===== src/rtl/fetch_stage_pkg.sv =====
// Shared types for the instruction fetch stage: decode payload, hazard control,
// fetch FSM states and the canonical NOP encoding.
package fetch_stage_pkg;

    localparam logic [31:0] INSTRUCTION_NOP = 32'h0000_0013;

    typedef struct packed {
        logic [31:0] instruction;
        logic [31:0] programCounter;
        logic [31:0] programCounterPlus4;
        logic        valid;
    } fetchDecodePayload_t;

    typedef struct packed {
        logic stall;
        logic flush;
    } fetchDecodeControl_t;

    typedef enum logic [1:0] {
        FETCH_REQUEST,
        FETCH_WAIT,
        FETCH_HOLD
    } fetchState_t;

    function automatic fetchDecodePayload_t make_payload(input logic [31:0] instr,
                                                         input logic [31:0] pc);
        fetchDecodePayload_t p;
        p.instruction         = instr;
        p.programCounter      = pc;
        p.programCounterPlus4 = pc + 32'd4;
        p.valid               = 1'b1;
        return p;
    endfunction

endpackage


===== src/rtl/fetch_stage.sv =====
// Instruction fetch stage: owns the PC, single-outstanding imem requests, one-entry
// stall buffer. Define FETCH_PERF_COUNTERS_EN to add fetched/discarded counters.
module fetch_stage
    import fetch_stage_pkg::*;
#(
    parameter logic [31:0] RESET_VECTOR = 32'h0000_0000
) (
    input  logic                clock,
    input  logic                reset,
    input  fetchDecodeControl_t fetchDecodeControl,
    input  logic                redirectValid,
    input  logic [31:0]         redirectTarget,
    output logic                imemRequestValid,
    input  logic                imemRequestReady,
    output logic [31:0]         imemRequestAddress,
    input  logic                imemResponseValid,
    input  logic [31:0]         imemResponseData,
    output fetchDecodePayload_t fetchDecodePayload
`ifdef FETCH_PERF_COUNTERS_EN
    ,
    output logic [31:0]         fetchedCount,
    output logic [31:0]         discardedCount
`endif
);

    fetchState_t         state_q;
    logic [31:0]         pc_q;
    logic [31:0]         req_pc_q;
    logic [31:0]         buf_instr_q;
    logic                discard_q;
    fetchDecodePayload_t payload_q;

    logic                stall;
    logic                flush;
    logic [31:0]         write_instr;
    fetchDecodePayload_t payload_d;

    assign stall       = fetchDecodeControl.stall;
    assign flush       = fetchDecodeControl.flush;
    assign write_instr = (state_q == FETCH_HOLD) ? buf_instr_q : imemResponseData;
    assign payload_d   = make_payload(write_instr, req_pc_q);

    always_ff @(posedge clock) begin
        if (reset) begin
            state_q   <= FETCH_REQUEST;
            pc_q      <= RESET_VECTOR;
            req_pc_q  <= RESET_VECTOR;
            discard_q <= 1'b0;
            payload_q <= '0;
        end else begin
            // Decode consumes the payload on any unstalled edge.
            if (!stall) begin
                payload_q.valid <= 1'b0;
            end

            if (redirectValid) begin
                pc_q <= redirectTarget;
                case (state_q)
                    FETCH_REQUEST: begin
                        if (imemRequestReady) begin
                            state_q   <= FETCH_WAIT;
                            discard_q <= 1'b1;
                        end
                    end
                    FETCH_WAIT: begin
                        if (imemResponseValid) begin
                            state_q   <= FETCH_REQUEST;
                            discard_q <= 1'b0;
                        end else begin
                            discard_q <= 1'b1;
                        end
                    end
                    default: state_q <= FETCH_REQUEST;
                endcase
            end else begin
                case (state_q)
                    FETCH_REQUEST: begin
                        if (imemRequestReady) begin
                            req_pc_q <= pc_q;
                            state_q  <= FETCH_WAIT;
                        end
                    end
                    FETCH_WAIT: begin
                        if (imemResponseValid) begin
                            if (discard_q) begin
                                discard_q <= 1'b0;
                                state_q   <= FETCH_REQUEST;
                            end else if (!stall) begin
                                payload_q <= payload_d;
                                pc_q      <= payload_d.programCounterPlus4;
                                state_q   <= FETCH_REQUEST;
                            end else begin
                                buf_instr_q <= imemResponseData;
                                state_q     <= FETCH_HOLD;
                            end
                        end
                    end
                    FETCH_HOLD: begin
                        if (!stall) begin
                            payload_q <= payload_d;
                            pc_q      <= payload_d.programCounterPlus4;
                            state_q   <= FETCH_REQUEST;
                        end
                    end
                    default: state_q <= FETCH_REQUEST;
                endcase
            end

            if (flush) begin
                payload_q.valid <= 1'b0;
            end
        end
    end

    // Request valid is a pure function of state, so no path from the response side.
    assign imemRequestValid   = (state_q == FETCH_REQUEST) && !reset;
    assign imemRequestAddress = pc_q;
    assign fetchDecodePayload = payload_q;

`ifdef FETCH_PERF_COUNTERS_EN
    logic        resp_in_wait;
    logic        write_en;
    logic        drop_en;
    logic [31:0] fetched_q;
    logic [31:0] discarded_q;

    assign resp_in_wait = (state_q == FETCH_WAIT) && imemResponseValid;
    assign write_en     = !redirectValid && !stall &&
                          ((resp_in_wait && !discard_q) || (state_q == FETCH_HOLD));
    assign drop_en      = (redirectValid && (resp_in_wait || (state_q == FETCH_HOLD))) ||
                          (!redirectValid && resp_in_wait && discard_q);

    always_ff @(posedge clock) begin
        if (reset) begin
            fetched_q   <= '0;
            discarded_q <= '0;
        end else begin
            if (write_en) begin
                fetched_q <= fetched_q + 32'd1;
            end
            if (drop_en) begin
                discarded_q <= discarded_q + 32'd1;
            end
        end
    end

    assign fetchedCount   = fetched_q;
    assign discardedCount = discarded_q;
`endif

endmodule

===== config.mk =====
export PLATFORM = sky130hd
export DESIGN_NAME = fetch_stage
export DESIGN_NICKNAME = d
export VERILOG_FILES = /design/src/rtl/fetch_stage_pkg.sv /design/src/rtl/fetch_stage.sv
export SDC_FILE = /design/constraint.sdc
export NUM_CORES = 1
export LEC_CHECK = 0
export ABC_AREA = 1
export BUFFER_PORTS_ARGS = -buffer_cell sky130_fd_sc_hd__buf_4
export CORE_MARGIN = 4
export CORE_UTILIZATION = 53
export CTS_CLUSTER_DIAMETER = 30
export DETAILED_ROUTE_END_ITERATION = 12
export PLACE_DENSITY = 0.83
export SETUP_SLACK_MARGIN = 0.4
export SYNTH_ARGS = -nofsm -noshare
export SYNTH_HDL_FRONTEND = slang
export SYNTH_SLANG_ARGS = --single-unit

===== constraint.sdc =====
create_clock -name clock -period 4.07 [get_ports clock]
set_input_delay 0.407 -clock clock [delete_from_list [all_inputs] [get_ports clock]]
set_output_delay 0.407 -clock clock [all_outputs]
set_load 0.1 [all_outputs]

==> run_summary.xml <==
<?xml version="1.0" encoding="UTF-8"?>
<metrics>
  <group name="synthesis">
    <metric name="mapped_avg_cell_area" unit="um^2">8.01</metric>
    <metric name="yosys_warnings" unit="">0</metric>
    <metric name="syn-instance-count" unit="">1020</metric>
    <metric name="synth_cell_types" unit="">35</metric>
    <metric name="yosysMostFrequentCell" unit="">sky130_fd_sc_hd__nand2_1</metric>
    <metric name="synth-seq-cells" unit="">196</metric>
    <metric name="dominantRegCellSynth" unit="">sky130_fd_sc_hd__dfxtp_1</metric>
    <metric name="post-synth-top-area-cell" unit="">sky130_fd_sc_hd__dfxtp_1</metric>
    <metric name="netlist_top_cells_count" unit="">sky130_fd_sc_hd__nand2_1 (239), sky130_fd_sc_hd__dfxtp_1 (164), sky130_fd_sc_hd__nor2_1 (144)</metric>
    <metric name="synth_top_cells_by_area" unit="">sky130_fd_sc_hd__dfxtp_1 (40%), sky130_fd_sc_hd__edfxtp_1 (12%), sky130_fd_sc_hd__nand2_1 (11%)</metric>
    <metric name="mappedNetlistNets" unit="">1095</metric>
    <metric name="yosysSeqAreaShare" unit="">0.519</metric>
    <metric name="synth.top_cell.area_share" unit="">0.402</metric>
    <metric name="post_synth_instance_area" unit="um^2">8170</metric>
    <metric name="postSynth.asyncResetShare" unit="">0</metric>
    <metric name="synth-edff-count" unit="">32</metric>
  </group>
  <group name="placed_design">
    <metric name="place.port_buffers" unit="">200</metric>
    <metric name="detailed_place.area" unit="um^2">9640</metric>
    <metric name="dp_cells" unit="">1355</metric>
    <metric name="gp_congestion" unit="">0.930</metric>
    <metric name="half_perimeter_wire_length_after_detailed_placement" unit="mm">16.8</metric>
  </group>
  <group name="setup_path">
    <metric name="critPathCapture" unit="">fetchDecodePayload[55]$_SDFFE_PP0P_</metric>
    <metric name="critPathArrivalTime" unit="ns">2.94</metric>
    <metric name="worst-endpoint-required" unit="ns">4.43</metric>
    <metric name="timing.reg2reg.setup_slack" unit="ns">1.49</metric>
    <metric name="critical_path_launch_point" unit="">state_q[1]$_SDFFE_PP0P_</metric>
    <metric name="reg2reg_depth" unit="">11</metric>
    <metric name="end_kind" unit="">flop</metric>
    <metric name="timing.rr.start" unit="">state_q[1]$_SDFFE_PP0P_</metric>
    <metric name="setup.worst_path.class" unit="">flop to flop</metric>
    <metric name="crit-reg2reg-capture" unit="">fetchDecodePayload[55]$_SDFFE_PP0P_</metric>
    <metric name="crit_path_max_fanout" unit="">71</metric>
    <metric name="setup.worst_path.start_class" unit="">flop</metric>
  </group>
  <group name="flow_run">
    <metric name="maxCapViolations" unit="">0</metric>
  </group>
  <group name="floorplan">
    <metric name="die_h" unit="um">132</metric>
    <metric name="io-pin-count" unit="">201</metric>
    <metric name="starting_density" unit="">0.540</metric>
    <metric name="core_area" unit="um^2">15100</metric>
    <metric name="die_footprint" unit="um^2">17500</metric>
    <metric name="placementRows" unit="">45</metric>
    <metric name="die_width" unit="um">132</metric>
  </group>
  <group name="sta">
    <metric name="timing.clock.skew" unit="ns">0.0110</metric>
    <metric name="max_slew_violation_count" unit="">0</metric>
    <metric name="setup-tns-final" unit="ns">0</metric>
    <metric name="unrepaired_setup_endpoints_after_global_routing" unit="">false</metric>
    <metric name="max_clock_freq" unit="MHz">388</metric>
    <metric name="hold_viol" unit="">0</metric>
    <metric name="post-route-min-period" unit="ns">2.58</metric>
    <metric name="slew_headroom" unit="">0.239</metric>
    <metric name="whs" unit="ns">0.151</metric>
    <metric name="period_share" unit="">0.633</metric>
    <metric name="final_number_of_setup_violating_endpoints" unit="">0</metric>
    <metric name="max_slew.worst_pin.slew" unit="ns">1.14</metric>
  </group>
  <group name="detailed_routing">
    <metric name="drt_wl_total" unit="mm">23.7</metric>
    <metric name="number_of_detailed_route_iterations_in_the_first_pass" unit="">5</metric>
    <metric name="via_per_inst" unit="">5.67</metric>
    <metric name="drt_first_iter_violations" unit="">687</metric>
    <metric name="detail_route.wl_per_cell" unit="um">17.1</metric>
    <metric name="route.antenna.remaining_nets" unit="">0</metric>
    <metric name="total_via_count_in_the_routed_design" unit="">7868</metric>
    <metric name="drc" unit="">0</metric>
  </group>
  <group name="pwr">
    <metric name="standby_leakage_power" unit="nW">4.34</metric>
    <metric name="areal_power_density_over_the_cells" unit="nW/um^2">444</metric>
    <metric name="maximum_vdd_drop" unit="V">0.000290</metric>
  </group>
  <group name="clock_tree">
    <metric name="numCtsBuffers" unit="">17</metric>
    <metric name="cts-htree-levels" unit="">4</metric>
    <metric name="tritoncts_clock_tree" unit="">built</metric>
    <metric name="cts_root_buffer" unit="">sky130_fd_sc_hd__clkbuf_16</metric>
    <metric name="cts-root-to-sink-buffers" unit="">2</metric>
    <metric name="clkLatencyLatePin" unit="ns">0.44</metric>
    <metric name="clock-sinks" unit="">196</metric>
    <metric name="hold_buffers" unit="">0</metric>
    <metric name="clk_transition_reported_paths" unit="ns">0.07</metric>
    <metric name="post_cts_resized" unit="">0</metric>
    <metric name="setup_repair_bufs_after_cts" unit="">0</metric>
  </group>
  <group name="grt">
    <metric name="gr-usage-all-layers" unit="">0.267</metric>
    <metric name="grt_pass1_wl" unit="mm">38.0</metric>
    <metric name="grt_pass1_vias" unit="">7313</metric>
    <metric name="grt_overflow" unit="">0</metric>
    <metric name="grt_max_degree" unit="">72</metric>
    <metric name="grt_antenna_before_repair" unit="">0</metric>
  </group>
  <group name="layout">
    <metric name="finalNetCount" unit="">1261</metric>
    <metric name="final_design_area_no_fill" unit="um^2">10200</metric>
    <metric name="final_layout_size_suffix_gt1_frac" unit="">0.217</metric>
    <metric name="antennaDiodeCount" unit="">0</metric>
    <metric name="stdcell_count" unit="">1387</metric>
    <metric name="area_delta_synth_final" unit="%">25.2</metric>
  </group>
  <group name="min_path">
    <metric name="hold_class" unit="">primary input to flop</metric>
    <metric name="hold_path_depth" unit="">1</metric>
  </group>
  <group name="run_status">
    <metric name="outcome" unit="">completed</metric>
  </group>
</metrics>
## state kept, by name, summed over array words and instances (netlist names)
signal              count
imemRequestAddress     32
state_q                 2
fetchDecodePayload     97
buf_instr_q            32
discard_q               1
req_pc_q               32
## final cells by class
type,count,area [um^2]
fillers,1260,4920
flip-flops and latches,196,4240
multi-input cells,715,3410
repair buffers,208,1560
clock buffers,21,504
well taps,188,235
inverters,48,180
clock inverters,11,87.6
## cell usage in the layout, fill, tap and decap left out, drive strengths merged
| cell type | netlist | final |
|---|---|---|
| ha | 4 | 4 |
| nor3 | 6 | 6 |
| xnor2 | 1 | 1 |
| or2 | 1 | 1 |
| a221oi | 1 | 1 |
| inv | 46 | 50 |
| xor2 | 9 | 9 |
| clkbuf | 26 | 21 |
| nand2 | 244 | 244 |
| a31oi | 36 | 36 |
| nand4 | 1 | 1 |
| o2111ai | 2 | 2 |
| buf | 35 | 208 |
| o22ai | 1 | 1 |
| a21oi | 94 | 94 |
| o21ai | 116 | 116 |
| clkinvlp | 0 | 3 |
| dfxtp | 164 | 164 |
| nand3 | 21 | 21 |
| nor2 | 152 | 152 |
| edfxtp | 32 | 32 |
| o221ai | 26 | 26 |
| clkinv | 2 | 6 |
## where the power goes
part | switching [mW] | internal (mW)
Combinational | 0.586 | 0.183
Clock | 0.753 | 0.902
Sequential | 0.0701 | 2.04
## critical path: stages (launching register included)
cell and delay (ns):
sky130_fd_sc_hd__dfxtp_1 0.38, sky130_fd_sc_hd__inv_1 0.09, sky130_fd_sc_hd__ha_1 0.25, sky130_fd_sc_hd__nand2_1 0.11
sky130_fd_sc_hd__inv_2 0.05, sky130_fd_sc_hd__nand2_4 0.08, sky130_fd_sc_hd__nand2_4 0.06, sky130_fd_sc_hd__nand2_4 0.24
sky130_fd_sc_hd__nor2_4 0.09, sky130_fd_sc_hd__nor2_8 0.63, sky130_fd_sc_hd__o21ai_0 0.25, sky130_fd_sc_hd__a21oi_1 0.18
## per-stage QoR
stage	setup slack, ns	util	power, mW
floorplan	0.599	-	2.71
global placement	1.46	0.636	2.91
detailed placement	1.38	0.636	2.92
CTS	1.56	0.675	4.55
global route	1.25	0.675	4.68
finish	1.49	0.675	4.54
## cells by family (layout without fill, tap and decap cells)
group | Yosys count | after routing | synth area share
buf+inv | 109 | 288 | 0.0634
xor+xnor | 10 | 10 | 0.0107
fa+ha+maj | 4 | 4 | 0.00612
flops | 196 | 196 | 0.519
simple gates | 425 | 425 | 0.211
compound gates | 276 | 276 | 0.189
## worst min-delay path by stage
stage	startpoint	end
after floorplan	state_q[1]$_SDFFE_PP0P_	state_q[1]$_SDFFE_PP0P_
after CTS	imemResponseData[13]	buf_instr_q[13]$_DFFE_PP_
after detailed placement	fetchDecodePayload[34]$_SDFFE_PP0P_	fetchDecodePayload[34]$_SDFFE_PP0P_
after global placement	fetchDecodePayload[33]$_SDFFE_PP0P_	fetchDecodePayload[33]$_SDFFE_PP0P_
final	imemResponseData[31]	buf_instr_q[31]$_DFFE_PP_
after global routing	imemResponseData[11]	buf_instr_q[11]$_DFFE_PP_
## layer usage
metal | track usage | vias up | wire length, um
met5 | 0 | - | 0
met4 | 0.0999 | 0 | 826
met3 | 0.0687 | 60 | 2160
met2 | 0.427 | 370 | 11100
met1 | 0.351 | 3673 | 9690
li1 | - | 3765 | -
Note: power is estimated with default switching activity, not from simulation.
